File: src/rtl/stopwatch_ctrl_if.sv
// Button levels into and display/status values out of the stopwatch controller.
// Buttons are plain debounced levels (no valid/ready); outputs are continuously valid registered-state decodes.
interface stopwatch_ctrl_if #(
    parameter int MIN_WIDTH = 7
);
    logic                 i_run_stop;
    logic                 i_clear;
    logic                 i_lap;
    logic                 o_run;
    logic                 o_stop;
    logic                 o_clear;
    logic                 o_lap;
    logic [6:0]           o_csec;
    logic [5:0]           o_sec;
    logic [MIN_WIDTH-1:0] o_min;
    logic                 o_tick;
    logic                 o_wrap;
    logic [1:0]           o_state;

    modport master (
        output i_run_stop, i_clear, i_lap,
        input  o_run, o_stop, o_clear, o_lap, o_csec, o_sec, o_min, o_tick, o_wrap, o_state
    );

    modport slave (
        input  i_run_stop, i_clear, i_lap,
        output o_run, o_stop, o_clear, o_lap, o_csec, o_sec, o_min, o_tick, o_wrap, o_state
    );
endinterface

File: src/rtl/stopwatch_ctrl.sv
// Stopwatch controller: button edge detection, STOP/RUN/CLEAR/LAP FSM,
// centisecond time base, min:sec:csec counter and lap freeze for the display mux.
module stopwatch_ctrl #(
    parameter int CLK_HZ    = 100_000_000,
    parameter int TICK_HZ   = 100,
    parameter int MIN_WIDTH = 7,
    parameter int MIN_MAX   = 99
) (
    input  logic             clk,
    input  logic             reset_n,
    stopwatch_ctrl_if.slave  bus
);
    localparam int DIV = CLK_HZ / TICK_HZ;
    localparam int PW  = (DIV > 1) ? $clog2(DIV) : 1;
    localparam logic [PW-1:0]        PRESC_LAST = PW'(DIV - 1);
    localparam logic [MIN_WIDTH-1:0] MIN_LAST   = MIN_WIDTH'(MIN_MAX);

    localparam logic [1:0] S_STOP  = 2'd0;
    localparam logic [1:0] S_RUN   = 2'd1;
    localparam logic [1:0] S_CLEAR = 2'd2;
    localparam logic [1:0] S_LAP   = 2'd3;

    logic [1:0]           r_state;
    logic [1:0]           w_next_state;
    logic                 r_prev_rs, r_prev_cl, r_prev_lp;
    logic                 r_ev_rs, r_ev_cl, r_ev_lp;
    logic [PW-1:0]        r_presc;
    logic [6:0]           r_csec;
    logic [5:0]           r_sec;
    logic [MIN_WIDTH-1:0] r_min;
    logic [6:0]           r_lap_csec;
    logic [5:0]           r_lap_sec;
    logic [MIN_WIDTH-1:0] r_lap_min;
    logic                 w_counting;
    logic                 w_clr;
    logic                 w_tick;
    logic                 w_csec_last, w_sec_last, w_min_last;
    logic                 w_wrap;
    logic                 w_lap_load;

    // History resets to 1 so a button held through reset produces no event.
    always_ff @(posedge clk or negedge reset_n) begin
        if (!reset_n) begin
            r_prev_rs <= 1'b1;
            r_prev_cl <= 1'b1;
            r_prev_lp <= 1'b1;
            r_ev_rs   <= 1'b0;
            r_ev_cl   <= 1'b0;
            r_ev_lp   <= 1'b0;
        end else begin
            r_prev_rs <= bus.i_run_stop;
            r_prev_cl <= bus.i_clear;
            r_prev_lp <= bus.i_lap;
            r_ev_rs   <= bus.i_run_stop & ~r_prev_rs;
            r_ev_cl   <= bus.i_clear    & ~r_prev_cl;
            r_ev_lp   <= bus.i_lap      & ~r_prev_lp;
        end
    end

    always_comb begin
        w_next_state = r_state;
        case (r_state)
            S_STOP:  if (r_ev_rs) w_next_state = S_RUN;
                     else if (r_ev_cl) w_next_state = S_CLEAR;
            S_RUN:   if (r_ev_rs) w_next_state = S_STOP;
                     else if (r_ev_lp) w_next_state = S_LAP;
            S_LAP:   if (r_ev_rs) w_next_state = S_STOP;
                     else if (r_ev_lp) w_next_state = S_RUN;
            S_CLEAR: if (r_ev_rs) w_next_state = S_RUN;
            default: w_next_state = S_STOP;
        endcase
    end

    always_ff @(posedge clk or negedge reset_n) begin
        if (!reset_n) r_state <= S_STOP;
        else          r_state <= w_next_state;
    end

    assign w_counting  = (r_state == S_RUN) || (r_state == S_LAP);
    // Clearing also on entry keeps the display at zero in the first CLEAR cycle.
    assign w_clr       = (r_state == S_CLEAR) || (w_next_state == S_CLEAR);
    assign w_tick      = w_counting && (r_presc == PRESC_LAST);
    assign w_csec_last = (r_csec == 7'd99);
    assign w_sec_last  = (r_sec == 6'd59);
    assign w_min_last  = (r_min == MIN_LAST);
    assign w_wrap      = w_tick && w_csec_last && w_sec_last && w_min_last;
    assign w_lap_load  = (r_state == S_RUN) && (w_next_state == S_LAP);

    always_ff @(posedge clk or negedge reset_n) begin
        if (!reset_n)        r_presc <= '0;
        else if (w_clr)      r_presc <= '0;
        else if (w_tick)     r_presc <= '0;
        else if (w_counting) r_presc <= r_presc + PW'(1);
    end

    always_ff @(posedge clk or negedge reset_n) begin
        if (!reset_n) begin
            r_csec <= '0;
            r_sec  <= '0;
            r_min  <= '0;
        end else if (w_clr) begin
            r_csec <= '0;
            r_sec  <= '0;
            r_min  <= '0;
        end else if (w_tick) begin
            if (w_csec_last) begin
                r_csec <= '0;
                if (w_sec_last) begin
                    r_sec <= '0;
                    r_min <= w_min_last ? '0 : r_min + MIN_WIDTH'(1);
                end else begin
                    r_sec <= r_sec + 6'd1;
                end
            end else begin
                r_csec <= r_csec + 7'd1;
            end
        end
    end

    // Lap captures the pre-edge count, so a tick on the same edge is excluded.
    always_ff @(posedge clk or negedge reset_n) begin
        if (!reset_n) begin
            r_lap_csec <= '0;
            r_lap_sec  <= '0;
            r_lap_min  <= '0;
        end else if (w_clr) begin
            r_lap_csec <= '0;
            r_lap_sec  <= '0;
            r_lap_min  <= '0;
        end else if (w_lap_load) begin
            r_lap_csec <= r_csec;
            r_lap_sec  <= r_sec;
            r_lap_min  <= r_min;
        end
    end

    assign bus.o_run   = w_counting;
    assign bus.o_stop  = (r_state == S_STOP);
    assign bus.o_clear = (r_state == S_CLEAR);
    assign bus.o_lap   = (r_state == S_LAP);
    assign bus.o_csec  = (r_state == S_LAP) ? r_lap_csec : r_csec;
    assign bus.o_sec   = (r_state == S_LAP) ? r_lap_sec  : r_sec;
    assign bus.o_min   = (r_state == S_LAP) ? r_lap_min  : r_min;
    assign bus.o_tick  = w_tick;
    assign bus.o_wrap  = w_wrap;
    assign bus.o_state = r_state;

endmodule

File: src/flat_wrapper.sv
// flat-port wrapper written by rule: the top's interface ports become plain ports
module stopwatch_ctrl_flat 
#(
    parameter int CLK_HZ    = 100_000_000,
    parameter int TICK_HZ   = 100,
    parameter int MIN_WIDTH = 7,
    parameter int MIN_MAX   = 99
)
  (clk, reset_n, bus_i_run_stop, bus_i_clear, bus_i_lap, bus_o_run, bus_o_stop, bus_o_clear, bus_o_lap, bus_o_csec, bus_o_sec, bus_o_min, bus_o_tick, bus_o_wrap, bus_o_state);
  stopwatch_ctrl_if #(.MIN_WIDTH(MIN_WIDTH)) bus_i ();
  input  logic clk;
  input  logic reset_n;
  input wire logic [$bits(bus_i.i_run_stop)-1:0] bus_i_run_stop;
  input wire logic [$bits(bus_i.i_clear)-1:0] bus_i_clear;
  input wire logic [$bits(bus_i.i_lap)-1:0] bus_i_lap;
  output wire logic [$bits(bus_i.o_run)-1:0] bus_o_run;
  output wire logic [$bits(bus_i.o_stop)-1:0] bus_o_stop;
  output wire logic [$bits(bus_i.o_clear)-1:0] bus_o_clear;
  output wire logic [$bits(bus_i.o_lap)-1:0] bus_o_lap;
  output wire logic [$bits(bus_i.o_csec)-1:0] bus_o_csec;
  output wire logic [$bits(bus_i.o_sec)-1:0] bus_o_sec;
  output wire logic [$bits(bus_i.o_min)-1:0] bus_o_min;
  output wire logic [$bits(bus_i.o_tick)-1:0] bus_o_tick;
  output wire logic [$bits(bus_i.o_wrap)-1:0] bus_o_wrap;
  output wire logic [$bits(bus_i.o_state)-1:0] bus_o_state;
  assign bus_i.i_run_stop = bus_i_run_stop;
  assign bus_i.i_clear = bus_i_clear;
  assign bus_i.i_lap = bus_i_lap;
  assign bus_o_run = bus_i.o_run;
  assign bus_o_stop = bus_i.o_stop;
  assign bus_o_clear = bus_i.o_clear;
  assign bus_o_lap = bus_i.o_lap;
  assign bus_o_csec = bus_i.o_csec;
  assign bus_o_sec = bus_i.o_sec;
  assign bus_o_min = bus_i.o_min;
  assign bus_o_tick = bus_i.o_tick;
  assign bus_o_wrap = bus_i.o_wrap;
  assign bus_o_state = bus_i.o_state;
  stopwatch_ctrl #(.CLK_HZ(CLK_HZ), .TICK_HZ(TICK_HZ), .MIN_WIDTH(MIN_WIDTH), .MIN_MAX(MIN_MAX)) u_core (.clk(clk), .reset_n(reset_n), .bus(bus_i));
endmodule
File: config.mk
export PLATFORM = sky130hd
export DESIGN_NAME = stopwatch_ctrl_flat
export DESIGN_NICKNAME = d
export VERILOG_FILES = /design/src/rtl/stopwatch_ctrl_if.sv /design/src/rtl/stopwatch_ctrl.sv /design/src/flat_wrapper.sv
export SDC_FILE = /design/constraint.sdc
export NUM_CORES = 1
export LEC_CHECK = 0
export BUFFER_PORTS_ARGS = -buffer_cell sky130_fd_sc_hd__buf_2
export CAP_MARGIN = 15
export CORE_MARGIN = 8
export CORE_UTILIZATION = 40
export DETAILED_ROUTE_END_ITERATION = 6
export GPL_TIMING_DRIVEN = 1
export PLACE_DENSITY_LB_ADDON = 0.2
export SYNTH_ARGS = -nofsm -noshare
export SYNTH_HDL_FRONTEND = slang
export SYNTH_SLANG_ARGS = --single-unit
File: constraint.sdc
create_clock -name clk -period 4.6 [get_ports clk]
set_clock_uncertainty 0.1 [all_clocks]
set_input_delay 0.23 -clock clk [delete_from_list [all_inputs] [get_ports clk]]
set_output_delay 0.23 -clock clk [all_outputs]
set_load 0.01 [all_outputs]
==> metrics.md, run 1 <==
| Metric | Value |
|---|---|
| CTS tree | yes |
| Final Cycle Share | 0.6115 |
| CTS Buf Count | 9 |
| Worst slew pin tran | 0.9688 ns |
| Hold Fails Final Rpt | 0 |
| Area added between synthesis and finish | 13.81% |
| Slowest cell on the critical path | dfrtp_1 |
| N_diodes | 0 |
| 1st-pass router iterations | 4 |
| Min-delay src | u_core.r_prev_lp$_DFF_PN1_ |
| Clock Pin Slew Worst Setup and Hold Paths | 0.07 ns |
| Hold WC Path Type | reg -> reg |
| DRC | 0 |
| RSZ-0062 raised after global routing | false |
| Slew Limit Fails | 0 |
| CP Max Fanout | 19 |
| Port bufs | 32 |
| Starting Density | 0.4048 |
| Synthesized cell area | 3478 µm² |
| Final setup viols | 0 |
| CP startpoint kind | flip-flop |
| Max clock buf depth | 2 |
| Layout cells sized above 1 | 0.1937 |
| Ys Warns | 0 |
| Vias per cell | 5.276 |
| Fmax | 0.3555 GHz |
| H-Tree Level Count | 3 |
| Post-Route WL | 7636 µm |
| Total GRT Usage | 0.1402 |
| Cell variety after synth | 43 |
| Core Area | 8593 µm² |
| Root Buffer | clkbuf_8 |
| First-pass GRT wire length | 13310 µm |
| Pin count of the biggest net entering global routing | 45 |
| Avg Cell Area, Syn | 9.226 µm² |
| Crit Path Class | reg -> out |
| RePlAce Congestion | 0.8435 |
| Dpl hpwl | 5175 µm |
| DIE HEIGHT | 109.3 µm |
| Run status | finished clean |
| Post-synthesis sequential area ratio | 0.4903 |
| CP arrival | 2.48 ns |
| Post-route minimum period | 2.813 ns |
| Initial antenna violation count | 0 |
| Mapped Cells | 377 |
| Number of synthesized register bits | 68 |
| CP Launch Point | u_core.bus.o_state[0]$_DFF_PN0_ |
| # rows | 34 |
| Grt total ovfl | 0 |
| Buffer and inverter count on the worst path | 1 |
| Post-DR wirelength/cell | 14.66 µm |
| CP Data Required Time | 4.27 ns |
| Critical path capture point type | output pin |
| Syn Nets | 386 |
| Worst slew margin | 0.3541 |
| Total die area | 11940 µm² |
| Clk Latency, worst-skew pair | 0.35 ns |
| Sink Count | 68 |
| Worst stage delay on the critical path | 0.77 ns |
| Delay-heaviest family, CP | flip-flops |
| Routed via count | 2749 |
| Initial drt markers | 132 |
| Leakage | 1.736 nW |
| Most frequent cells in the layout | 65 x dfrtp_1, 64 x nand2_1, 38 x a21oi_1 |
| FF-to-FF Start | u_core.bus.o_state[0]$_DFF_PN0_ |
| Commonest non-fill, non-tap cell in the layout | dfrtp_1 |
| Pwr/cell area | 356.3 nW/µm² |
| Post-route ant nets | 0 |
| Placed cells | 502 |
| Post-route insts no fill | 521 |
| Critical-path cell list | nand2_1 -> mux2_2 -> buf_2 |
| IR drop worst, VDD | 0.3164 mV |
| NumNets Final | 418 |
| Max cap viols | 0 |
| Top Ports | 33 |
| Vias in the first global route | 2755 |
| Setup_tns | 0 ns |
| Die X-Extent | 109.3 µm |
-- logic make-up (layout without fill, tap and decap cells) --
logic type | count (synthesis) | in the layout | share of synthesized area
AND/OR/NAND/NOR | 175 | 175 | 0.2583
flip-flops | 68 | 68 | 0.4903
AO/OA/AOI/OAI | 67 | 67 | 0.1025
buffers and inverters | 27 | 63 | 0.03021
multiplexers | 20 | 20 | 0.06403
XOR/XNOR | 16 | 16 | 0.04029
adder cells (fa/ha/maj) | 4 | 4 | 0.01439
-- registers in the layout, summed over array words and instances (netlist names) --
register	flops
u_core.r_presc	20
u_core.r_csec	7
u_core.r_lap_csec	7
u_core.r_lap_min	7
u_core.r_min	7
u_core.r_lap_sec	6
u_core.r_sec	6
u_core.bus.o_state	2
u_core.r_ev_cl	1
u_core.r_ev_lp	1
u_core.r_ev_rs	1
u_core.r_prev_cl	1
u_core.r_prev_lp	1
u_core.r_prev_rs	1
-- layout make-up --
cell class,count,area (µm²)
multi-input combinational,282,1680
sequential,68,1705
timing repair buffer,39,222.7
clock buffer,10,127.6
clock inverter,5,53.80
inverter,9,33.78
fill,856,4634
tap,108,135.1
-- metal layers --
layer  track usage  wire [µm]
met4       0.05593        124
met2        0.2279       3677
met1        0.1763       3538
met5             0          0
met3       0.03310        295
-- per-stage QoR --
stage / cell area, µm² / total power, mW / hold WS [ns] / utilization / worst slack [ns]
after floorplan: 3478 / 0.8600 / -0.1656 / - / 2.334
final: 3959 / 1.411 / 0.3870 / 0.4607 / 1.787
after global placement: 3737 / 0.9621 / 0.2435 / 0.4349 / 2.050
after CTS: 3959 / 1.441 / 0.3950 / 0.4607 / 1.706
after global routing: 3959 / 1.497 / 0.3975 / 0.4607 / 1.548
after detailed placement: 3737 / 0.9631 / 0.2461 / 0.4349 / 2.013
-- worst paths after layout --
| path | end | slack, ns | depth (start not counted) |
|---|---|---|---|
| worst max-delay path | bus_o_csec[0] | 1.79 | 3 |
| max in group asynchronous | u_core.r_prev_lp$_DFF_PN1_ | 2.99 | 3 |
| worst min-delay path | u_core.r_ev_lp$_DFF_PN0_ | 0.39 | 1 |
| min in group asynchronous | u_core.r_lap_min[2]$_DFFE_PN0P_ | 0.47 | 2 |
| worst max register to register | u_core.r_min[5]$_DFFE_PN0P_ | 2.01 | 5 |
| worst min register to register | u_core.r_ev_lp$_DFF_PN0_ | 0.39 | 1 |
-- repair_timing --
item                      CTS  global route
hold buffers                4             0
gates resized for setup     0             0
buffers inserted            0             0
hold endpoints to repair   46             0
-- cell usage after synthesis, drive strengths merged --
master,count,area share
a21o,1,0.0022
a21oi,38,0.055
clkbuf,14,0.015
dfstp,3,0.023
nand3,16,0.024
nand2,64,0.069
nand4,9,0.018
a31oi,1,0.0018
mux2i,2,0.0058
or2,1,0.0018
nor2,34,0.037
mux2,18,0.058
o31ai,2,0.0043
or4b,1,0.0029
o21ai,21,0.030
nor3,10,0.016
o31a,1,0.0025
ha,4,0.014
nor4b,1,0.0025
nand3b,1,0.0022
buf,4,0.0054
nor2b,5,0.0090
or4,10,0.024
nor4,3,0.014
or3,10,0.018
inv,9,0.0097
and2,1,0.0018
xnor2,7,0.018
and4,3,0.0076
o21a,1,0.0022
a41oi,1,0.0025
a211oi,1,0.0022
dfrtp,65,0.47
and3,4,0.0072
xor2,9,0.023
nand2b,2,0.0036
-- power by group --
part | switching [mW] | leakage (nW) | internal [mW]
logic | 0.187 | 0.710 | 0.0857
clock network | 0.219 | 0.0959 | 0.245
registers | 0.0525 | 0.929 | 0.621
-- worst register-to-register path, cell delays in order (launching register included) --
cell and delay (ns):
dfrtp_1 0.77, nand4_1 0.28, nor4_4 0.31, nand4_2 0.33, or4_1 0.59, a21oi_1 0.15
(Power assumes the default switching activity.)
==> run 2: changes to the inputs <==
Clock period 4.6 ns to 3 ns, I/O delays scaled along.
==> metrics.md, run 2 (synthesis results as in run 1) <==
| Metric | Value |
|---|---|
| RePlAce Congestion | 0.8359 |
| Pwr/cell area | 535.1 nW/µm² |
| N_diodes | 0 |
| Pre-CTS setup slack | 0.3938 ns |
| Clock power frac | 0.310 |
| Port bufs | 32 |
| CP Data Required Time | 2.75 ns |
| CTS Buf Count | 9 |
| Max cap viols | 0 |
| Hold Fails Final Rpt | 0 |
| Final worst setup slack | 0.3267 ns |
| Root Buffer | clkbuf_8 |
| Critical path capture point type | output pin |
| DIE HEIGHT | 109.3 µm |
| Post-CTS Setup Bufs | 0 |
| Total die area | 11940 µm² |
| Core Area | 8593 µm² |
| Post-Route WL | 7714 µm |
| Post-route insts no fill | 528 |
| Top Ports | 33 |
| CP startpoint kind | flip-flop |
| Post-route ant nets | 0 |
| Starting Density | 0.4048 |
| Worst slew margin | 0.4702 |
| Slowest cell on the critical path | or4_4 |
| Sw frac | 0.3324 |
| Combinational group share of total power | 0.224 |
| Initial antenna violation count | 0 |
| Final setup viols | 0 |
| Vias per cell | 5.350 |
| Run status | finished clean |
| First-pass GRT wire length | 13260 µm |
| NetSw | 0.7095 mW |
| Total GRT Usage | 0.1391 |
| Internal power | 1.425 mW |
| Hold WC Path Type | in -> async |
| Placed cells | 508 |
| Die X-Extent | 109.3 µm |
| Slew Limit Fails | 0 |
| Max clock buf depth | 2 |
| Pin count of the biggest net entering global routing | 37 |
| # rows | 34 |
| Leakage | 1.756 nW |
| Final hold slack | 0.2335 ns |
| IR drop worst, VDD | 0.3717 mV |
| Crit Path Class | reg -> out |
| Largest Register | u_core.r_presc |
| CTS tree | yes |
| Sink Count | 68 |
| Delay-heaviest family, CP | simple AND/OR/NAND/NOR gates |
| Critical-path cell list | or4_4 -> nor4_4 -> nand4_2 -> nor2_1 -> buf_2 |
| Most frequent cells in the layout | 65 x dfrtp_1, 64 x nand2_1, 38 x a21oi_1 |
| Buffer and inverter count on the worst path | 1 |
| Vias in the first global route | 2730 |
| Routed via count | 2825 |
| RSZ-0062 raised after global routing | false |
| Post-place instance area | 3777 µm² |
| Area added between synthesis and finish | 14.68% |
| Initial drt markers | 110 |
| Post-cts sizing count | 0 |
| Max FFs per register | 20 |
| Post-route minimum period | 2.673 ns |
| Post-route cell area | 3989 µm² |
| CP Max Fanout | 14 |
| Worst stage delay on the critical path | 0.56 ns |
| Layout cells sized above 1 | 0.2048 |
| Dpl hpwl | 5273 µm |
| Fmax | 0.3741 GHz |
| Part of the power in registers | 0.466 |
| CP arrival | 2.42 ns |
| NumNets Final | 424 |
| Setup_tns | 0 ns |
| Worst slew pin tran | 0.7947 ns |
| Hold_buf cts | 4 |
| Commonest non-fill, non-tap cell in the layout | dfrtp_1 |
| Grt total ovfl | 0 |
| Post-DR wirelength/cell | 14.61 µm |
| Final Cycle Share | 0.8911 |
| 1st-pass router iterations | 4 |
| H-Tree Level Count | 3 |
| DRC | 0 |
| Clk Latency, worst-skew pair | 0.34 ns |
| Clock Pin Slew Worst Setup and Hold Paths | 0.08 ns |
[run 2: final timing paths]
kind                       slack, ns                               to                          start  depth (start not counted)
setup / recovery                0.33                       bus_o_wrap  u_core.r_presc[7]$_DFFE_PN0P_                          5
hold / removal                  0.23  u_core.r_lap_min[3]$_DFFE_PN0P_                        reset_n                          2
setup reg to reg                0.39      u_core.r_min[5]$_DFFE_PN0P_  u_core.r_presc[7]$_DFFE_PN0P_                          5
min in group clk                0.36       u_core.r_prev_rs$_DFF_PN1_                 bus_i_run_stop                          2
max in group asynchronous       1.78       u_core.r_prev_rs$_DFF_PN1_                        reset_n                          3
hold reg to reg                 0.39         u_core.r_ev_rs$_DFF_PN0_     u_core.r_prev_rs$_DFF_PN1_                          1
[run 2: final cells by class]
cell class                      instances  area (µm²)
Clock inverter                          4       26.28
Multi-Input combinational cell        282        1675
Inverter                                9       33.78
Tap cell                              108       135.1
Sequential cell                        68        1705
Clock buffer                           12       145.1
Fill cell                             873        4604
Timing Repair Buffer                   45       267.8
[run 2: layer usage]
metal  wire [µm]  up-vias  global-route usage  share of wire
met2        3635       42              0.2296           0.47
li1            -     1397                   -              -
met5           0        -                   0              0
met1        3629     1378              0.1679           0.47
met4         115        0             0.04822          0.015
met3         334        8             0.04374          0.043
[run 2: per-stage QoR]
step | power (mW) | utilization
2_1_floorplan | 1.319 | -
3_3_place_gp | 1.489 | 0.4396
3_5_place_dp | 1.493 | 0.4396
4_1_cts | 2.178 | 0.4642
5_1_grt | 2.264 | 0.4642
6_report | 2.134 | 0.4642
[run 2: power by group through the flow]
stage	clock, mW	combinational [mW]	sequential, mW
after floorplan	0	0.318	1.00
after global placement	0	0.476	1.01
after detailed placement	0	0.480	1.01
after CTS	0.695	0.488	0.995
after global routing	0.738	0.526	1.00
final	0.662	0.478	0.995
==> run 3: changes to the inputs <==
Settings changed: ABC_AREA set to 1.
==> metrics.md, run 3 <==
| Metric | Value |
|---|---|
| Utilization after layout | 0.4627 |
| CP Data Required Time | 2.75 ns |
| Final setup viols | 0 |
| Number of synthesized register bits | 68 |
| Area added between synthesis and finish | 13.46% |
| Mapped Cells | 505 |
| CP startpoint kind | flip-flop |
| Avg Cell Area, Syn | 7.785 µm² |
| First-pass GRT wire length | 15630 µm |
| Post-route minimum period | 2.379 ns |
| 1st-pass router iterations | 4 |
| Max FFs per register | 20 |
| Multi-input gate area | 1812 µm² |
| Slowest cell on the critical path | dfrtp_1 |
| Pin count of the biggest net entering global routing | 32 |
| NumNets Final | 549 |
| Commonest cells in the netlist | 117 x nand2_1, 73 x inv_1, 66 x nor2_1 |
| Total GRT Usage | 0.1469 |
| Clk Latency, worst-skew pair | 0.35 ns |
| Post-route cell area | 4461 µm² |
| Most frequent cells in the layout | 117 x nand2_1, 73 x inv_1, 66 x nor2_1 |
| N_diodes | 0 |
| CP arrival | 2.13 ns |
| Starting Density | 0.4078 |
| Post-route ant nets | 0 |
| Buffer and inverter count on the worst path | 1 |
| Crit Path Class | reg -> out |
| Clock Pin Slew Worst Setup and Hold Paths | 0.09 ns |
| Hold WC Path Type | in -> async |
| Syn Nets | 514 |
| RSZ-0062 raised after global routing | false |
| Dpl hpwl | 6344 µm |
| Worst slew pin tran | 0.7429 ns |
| Leakage | 2.097 nW |
| Count leader, synth | nand2_1 |
| FFs w/ async S/R, synth | 1.000 |
| Root Buffer | clkbuf_8 |
| Pwr/cell area | 675.1 nW/µm² |
| Layout cells sized above 1 | 0.1761 |
| Post-DR wirelength/cell | 13.27 µm |
| Hold Fails Final Rpt | 0 |
| Critical-path cell list | ha_1 -> nand3_1 -> nor3_2 -> nand4_2 -> nor2_1 -> buf_2 |
| Vias in the first global route | 3256 |
| Max cap viols | 0 |
| # rows | 36 |
| Fmax | 0.4203 GHz |
| FF-to-FF Start | u_core.bus.o_state[0]$_DFF_PN0_ |
| Post-synthesis sequential area ratio | 0.4338 |
| Core Area | 9639 µm² |
| Ys Warns | 0 |
| Largest Register | u_core.r_presc |
| Die X-Extent | 115.1 µm |
| Commonest non-fill, non-tap cell in the layout | nand2_1 |
| DIE HEIGHT | 115.1 µm |
| Final Cycle Share | 0.7930 |
| Routed via count | 3271 |
| CTS tree | yes |
| Initial drt markers | 197 |
| Top_reg_cell synth | dfrtp_1 |
| Run status | finished clean |
| Initial antenna violation count | 0 |
| RePlAce Congestion | 0.8925 |
| Total of fill cells in the finished design | 1004 |
| Worst stage delay on the critical path | 0.44 ns |
| Flop-to-flop setup slack | 0.94 ns |
| Total die area | 13260 µm² |
| Port bufs | 32 |
| Delay-heaviest family, CP | simple AND/OR/NAND/NOR gates |
| Post-place instance area | 4172 µm² |
| Reg2reg end | u_core.r_lap_min[6]$_DFFE_PN0P_ |
| Sink Count | 68 |
| FF-to-FF path depth | 8 |
| Grt total ovfl | 0 |
| Critical path capture point type | output pin |
| Worst slew margin | 0.5047 |
| Cell variety after synth | 36 |
| Max clock buf depth | 2 |
| CTS Buf Count | 9 |
| Share of the synthesized area in the top cell type | 0.4137 |
| H-Tree Level Count | 3 |
| Top Ports | 33 |
| DRC | 0 |
| Seq. cell area | 1705 µm² |
| Largest area contributor in the netlist | dfrtp_1 |
| Vias per cell | 4.824 |
| Slew Limit Fails | 0 |
| Number of flops mapped to enable cells by yosys | 0 |
| Synthesized cell area | 3931 µm² |
| IR drop worst, VDD | 0.4293 mV |
| Setup_tns | 0 ns |
| CP Max Fanout | 9 |
| Post-cts sizing count | 0 |
| Synth top area cells | dfrtp_1 41%, nand2_1 11%, inv_1 7.0%, nor2_1 6.3%, nand3_1 5.7% |
| Post-Route WL | 8995 µm |
==> run 3: cell types whose count changed after synthesis, sizes merged, moves of 6 or more <==
cell    before  now
or4         10    0
or3         10    0
inv          9   76
buf          4   10
nor2        34   71
nand3       16   46
mux2        18    0
o22ai        0   15
clkbuf      14    7
o21ai       21   38
a21oi       38    8
nand2       64  122
==> run 3: cell type report <==
type,count,area share
clock buffer,10,0.03086
clock inverter,6,0.02496
inverter,76,0.06508
multi-input combinational,344,0.4062
sequential,68,0.3823
tap,133,0.03731
timing repair buffer,41,0.05330
==> run 3: logic make-up after synthesis <==
kind of cell / synth area share
adder cells (fa/ha/maj): 0.01273
flip-flops: 0.4338
buffers and inverters: 0.1053
AND/OR/NAND/NOR: 0.3094
XOR/XNOR: 0.02228
AO/OA/AOI/OAI: 0.1165
==> run 3: metrics by stage <==
step                power (mW)  cells  setup slack, ns  hold slack, ns
floorplan                1.932    505            1.277         -0.2456
global placement         2.080    658           0.9510          0.1599
detailed placement       2.090    658           0.9378          0.1649
CTS                      3.053    678           0.5911          0.3163
global route             3.216    678           0.4478          0.3389
finish                   3.011    678           0.6210          0.2903
==> run 3: how the worst max path moves through the flow <==
stage	slack [ns]	endpoint	depth (start not counted)	startpoint
detailed placement	0.94	u_core.r_csec[4]$_DFFE_PN0P_	9	u_core.bus.o_state[0]$_DFF_PN0_
global route	0.45	bus_o_min[2]	4	u_core.bus.o_state[1]$_DFF_PN0_
CTS	0.59	bus_o_wrap	6	u_core.r_sec[0]$_DFFE_PN0P_
global placement	0.95	u_core.r_lap_min[6]$_DFFE_PN0P_	8	u_core.bus.o_state[0]$_DFF_PN0_
floorplan	1.28	u_core.r_lap_csec[3]$_DFFE_PN0P_	11	u_core.bus.o_state[0]$_DFF_PN0_
finish	0.62	bus_o_wrap	6	u_core.r_sec[0]$_DFFE_PN0P_
==> run 3: routing by layer <==
layer | vias to the layer above | global-route usage | wire [µm]
li1 | 1683 | - | -
met1 | 1532 | 0.1993 | 4523
met2 | 51 | 0.2253 | 4013
met3 | 5 | 0.04307 | 412
met4 | 0 | 0.03415 | 46
met5 | - | 0 | 0
==> run 3: where the power goes <==
part / switching, mW / total [mW] / internal [mW] / leakage (nW)
logic: 0.700 / 0.973 / 0.272 / 1.05
registers: 0.0889 / 1.09 / 1.00 / 0.924
clock network: 0.372 / 0.947 / 0.575 / 0.122
total: 1.16 / 3.01 / 1.85 / 2.10
==> run 3: timing repair <==
item	CTS	global route
hold endpoints to repair	34	0
setup buffers	0	0
hold buffers	4	0
